<file path="src/rtl/dino_player_ctrl.sv">
// Dino player state sequencer: sprite state code, fixed-point jump height, score enable.
// Optional DINO_SHORT_HOP_EN: releasing jump while rising cuts the ascent short.
module dino_player_ctrl #(
    parameter int Y_W        = 6,
    parameter int JUMP_VEL   = 7,
    parameter int GRAVITY    = 1,
    parameter int ANIM_TICKS = 4
) (
    input  logic           clk,
    input  logic           rst_n,
    input  logic           i_game_tick,
    input  logic           i_jump,
    input  logic           i_duck,
    input  logic           i_collision,
    input  logic           i_restart,
    output logic [2:0]     o_player_state,
    output logic [Y_W-1:0] o_player_y,
    output logic           o_score_en
);

    localparam int AW = (ANIM_TICKS > 1) ? $clog2(ANIM_TICKS) : 1;
    localparam logic [AW-1:0]     ANIM_LAST = AW'(ANIM_TICKS - 1);
    localparam logic signed [Y_W:0] JUMP_V  = (Y_W + 1)'(JUMP_VEL);
    localparam logic signed [Y_W:0] GRAV_V  = (Y_W + 1)'(GRAVITY);

    typedef enum logic [2:0] {
        RESTART   = 3'b000,
        JUMPING   = 3'b001,
        RUNNING_1 = 3'b010,
        RUNNING_2 = 3'b011,
        DUCKING   = 3'b100,
        GAME_OVER = 3'b101
    } state_t;

    state_t                 state;
    logic [Y_W-1:0]         y;
    logic signed [Y_W:0]    vel;
    logic signed [Y_W:0]    vel_eff;
    logic [AW-1:0]          anim;
    logic signed [Y_W+1:0]  sum;
    logic                   land;
    logic                   sat;

    always_comb begin
        vel_eff = vel;
`ifdef DINO_SHORT_HOP_EN
        if (!i_jump && !vel[Y_W] && (vel != '0)) vel_eff = '0;
`endif
        // Two extra bits keep y + vel exact: one for sign, one for overflow past 2^Y_W-1
        sum  = $signed({2'b00, y}) + $signed({vel_eff[Y_W], vel_eff});
        land = sum[Y_W+1] || (sum == '0);
        sat  = sum[Y_W];
    end

    always_ff @(posedge clk or negedge rst_n) begin
        if (!rst_n) begin
            state      <= RESTART;
            y          <= '0;
            vel        <= '0;
            anim       <= '0;
            o_score_en <= 1'b0;
        end else begin
            case (state)
                RESTART: begin
                    if (i_jump) begin
                        state      <= RUNNING_1;
                        anim       <= '0;
                        y          <= '0;
                        o_score_en <= 1'b1;
                    end
                end
                GAME_OVER: begin
                    if (i_restart) begin
                        state      <= RESTART;
                        y          <= '0;
                        vel        <= '0;
                        anim       <= '0;
                        o_score_en <= 1'b0;
                    end
                end
                default: begin
                    if (i_collision) begin
                        state      <= GAME_OVER;
                        o_score_en <= 1'b0;
                    end else if (i_game_tick) begin
                        case (state)
                            RUNNING_1, RUNNING_2: begin
                                if (i_jump) begin
                                    state <= JUMPING;
                                    vel   <= JUMP_V;
                                end else if (i_duck) begin
                                    state <= DUCKING;
                                    anim  <= '0;
                                end else if (anim == ANIM_LAST) begin
                                    state <= (state == RUNNING_1) ? RUNNING_2 : RUNNING_1;
                                    anim  <= '0;
                                end else begin
                                    anim <= anim + 1'b1;
                                end
                            end
                            DUCKING: begin
                                if (i_jump) begin
                                    state <= JUMPING;
                                    vel   <= JUMP_V;
                                end else if (!i_duck) begin
                                    state <= RUNNING_1;
                                    anim  <= '0;
                                end
                            end
                            JUMPING: begin
                                if (land) begin
                                    state <= RUNNING_1;
                                    y     <= '0;
                                    vel   <= '0;
                                    anim  <= '0;
                                end else begin
                                    y   <= sat ? '1 : sum[Y_W-1:0];
                                    vel <= vel_eff - GRAV_V;
                                end
                            end
                            default: ;
                        endcase
                    end
                end
            endcase
        end
    end

    assign o_player_state = state;
    assign o_player_y     = y;

endmodule

</file>
<file path="config.mk">
export PLATFORM = sky130hd
export DESIGN_NAME = dino_player_ctrl
export DESIGN_NICKNAME = d
export VERILOG_FILES = /design/src/rtl/dino_player_ctrl.sv
export SDC_FILE = /design/constraint.sdc
export NUM_CORES = 1
export LEC_CHECK = 0
export ABC_AREA = 1
export BUFFER_PORTS_ARGS = -buffer_cell sky130_fd_sc_hd__buf_2
export CORE_ASPECT_RATIO = 1.2
export CORE_MARGIN = 8
export CORE_UTILIZATION = 61
export CTS_BUF_LIST = sky130_fd_sc_hd__clkbuf_4
export CTS_CLUSTER_SIZE = 25
export DETAILED_ROUTE_END_ITERATION = 12
export PLACE_DENSITY = 0.82
export SYNTH_ARGS = -nofsm -noshare
export SYNTH_HDL_FRONTEND = slang
export SYNTH_SLANG_ARGS = --single-unit
</file>
<file path="constraint.sdc">
create_clock -name clk -period 2.4 [get_ports clk]
set_input_delay 0 -clock clk [delete_from_list [all_inputs] [get_ports clk]]
set_output_delay 0 -clock clk [all_outputs]
set_load 0.005 [all_outputs]
</file>
==> out/metrics.csv <==
metric,value,unit
synth_sequential_area_ratio,0.303,
vdd_ir_drop_max,697,uV
first_pass_iters,4,
worst-endpoint-required,2.60,ns
die-height,71.6,um
row_count,20,
synth-compound-area-share,0.128,
cts_made_buffers,3,
synth_top_family_by_area,simple AND/OR/NAND/NOR gates,
grt_pass1_vias,1443,
maxSlewHeadroom,0.674,
drt_iter0_markers,59,
vias,1498,
grt_max_degree,20,
crit_top_cell,nand2_1,
fin_area,1740,um^2
layout_commonest_cell,nand2_1,
final_cell_mix,"76 x nand2_1, 26 x inv_1, 19 x dfrtp_1",
synthSimpleGateAreaFrac,0.406,
antenna_found_initial,0,
place_area,1690,um^2
finalPower,2.15,mW
grt_pass1_wl,6160,um
final.setup.tns,0,ns
clk_pin_slew,0.10,ns
antenna_cells,0,
crit_slowest_cell,fa_1,
synthMuxAreaShare,0,
layout_min_cycle_time,2.30,ns
drive_gt1_frac,0.198,
setup-violations-final,0,
clk_latency,0.30,ns
min_path_cells,4,
startpoint_type,flip-flop,
multiInputGateArea,973,um^2
critical_path_class,reg -> reg,
critPathBufInv,0,
leakage,0.966,nW
synth_adder_area_share,0.0766,
hold_path.class,in -> reg,
initial_core_util,0.627,
cp_data_arrival_time,2.50,ns
nets,264,
cp_top_family,simple AND/OR/NAND/NOR gates,
die-area,4460,um^2
clock_path_buffers,2,
cts.htree.levels,1,
seq_area,475,um^2
p_per_area,1240,nW/um^2
port_buffers,16,
ys_types,31,
syn_area,1570,um^2
wl,3580,um
grt_setup_unrepaired,false,
syn-num-nets,242,
synthToLayoutAreaGrowth,10.8,%
report.final.slew_viol_count,0,
pin_count,17,
ant_nets,0,
grtUsageTotal,0.165,
grt_overflow,0,
setup_ws,0.0978,ns
hold_viol_final,0,
yosys_warnings,0,
cts_tree,done,
drc,0,
wl_per_cell,12.8,um
ys_ff_latch,19,
synth_xor_area_frac,0.00558,
core,2500,um^2
root_buffer,clkbuf_4,
syn-mean-instance-area,6.94,um^2
via_per_inst,5.35,
place_hpwl,2900,um
postCtsSetupRepairBufs,0,
cp.depth,11,
cp-end-kind,flip-flop,
crit_fanout,7,
n_fill_cell,241,
final.setup_skew,0.00324,ns
fin_crit_sh,0.959,
clock_sinks,19,
die_w,62.3,um
outcome,"finished, final reports clean",
worst_slew_pin_slew,0.485,ns
maxCapViolCount,0,
synthCells,226,
critPathMaxStageDelay,0.45,ns
place_ws,0.0598,ns
worstPathCellList,ha_2 -> fa_1 -> or2_2 -> nor2_1 -> nand3_1 -> o21ai_1 -> nand2_2 -> nand2_1 -> nand2_1 -> nand2_1 -> o21ai_1,
fmax,0.434,GHz
postLayoutCoreUtil,0.695,
gp_congestion,0.885,
ff2ff_path_depth,11,
worst register-to-register path: cells and delay by family (launching register included):
| family | cells | cell delay [ns] |
|---|---|---|
| adders and majority gates | 2 | 0.67 |
| AOI/OAI and AO/OA | 2 | 0.21 |
| and+or+nand+nor | 7 | 0.90 |
| DFF | 1 | 0.42 |
area by class of cell:
type                    instances  area share
clock buffers                   4      0.0173
inverters                      33      0.0734
multi-input cells             174       0.560
flip-flops and latches         19       0.274
well taps                      33      0.0238
repair buffers                 17      0.0518
cells in the mapped netlist (all sizes together):
cell,count,area share
or2,1,0.0040
ha,8,0.064
nand4,4,0.016
o221ai,1,0.0056
a31oi,1,0.0040
o22ai,1,0.0040
nor3,3,0.017
nand3b,2,0.0096
clkinv,1,0.0032
fa,1,0.013
xor2,1,0.0056
nand3,16,0.059
o21ai,26,0.090
dfrtp,19,0.30
nand2,80,0.20
a21oi,6,0.024
inv,32,0.078
nor2,22,0.093
nor4,1,0.0040
stage by stage:
step                hold slack [ns]  std cells
finish                       0.0676        280
global route                 0.0993        280
CTS                          0.0587        280
detailed placement          -0.0428        275
global placement            -0.0415        275
floorplan                    -0.296        226
power by group:
| part | leakage [nW] | total (mW) | internal, mW | switching (mW) |
|---|---|---|---|---|
| Sequential | 0.247 | 0.582 | 0.438 | 0.144 |
| Clock | 0.0184 | 0.171 | 0.0761 | 0.0944 |
| Combinational | 0.701 | 1.40 | 0.490 | 0.909 |
| Total | 0.966 | 2.15 | 1.00 | 1.15 |
kinds of logic after synthesis:
group / count (synthesis)
fa+ha+maj: 9
xor+xnor: 1
buf+inv: 33
compound gates: 35
flops: 19
simple gates: 129
repair_timing:
item | CTS | global route
hold buffers | 1 | 0
resized for setup | 0 | 2
endpoints found under the setup margin | 0 | 5
endpoints found under the hold margin | 19 | 0
final timing paths:
kind	startpoint	endpoint	slack (ns)
max in group asynchronous	rst_n	vel[5]	1.95
min in group asynchronous	rst_n	o_player_y[2]	0.15
setup reg to reg	o_player_y[0]	anim[0]	0.1
hold reg to reg	o_score_en	o_score_en	0.49
hold / removal	i_duck	anim[1]	0.07
setup / recovery	o_player_y[0]	anim[0]	0.1
per-layer routing:
layer | routed length (um) | GRT usage | vias to the layer above
met3 | 137 | 0.0218 | 6
met2 | 1840 | 0.309 | 47
li1 | - | - | 778
met1 | 1530 | 0.184 | 667
met5 | 0 | 0 | -
met4 | 66 | 0.0660 | 0
registers in the layout, summed over array words and instances (netlist names):
name / flops
o_player_state: 3
vel: 7
o_player_y: 6
anim: 2
o_score_en: 1
No activity file was read; power rests on OpenSTA's default activity.
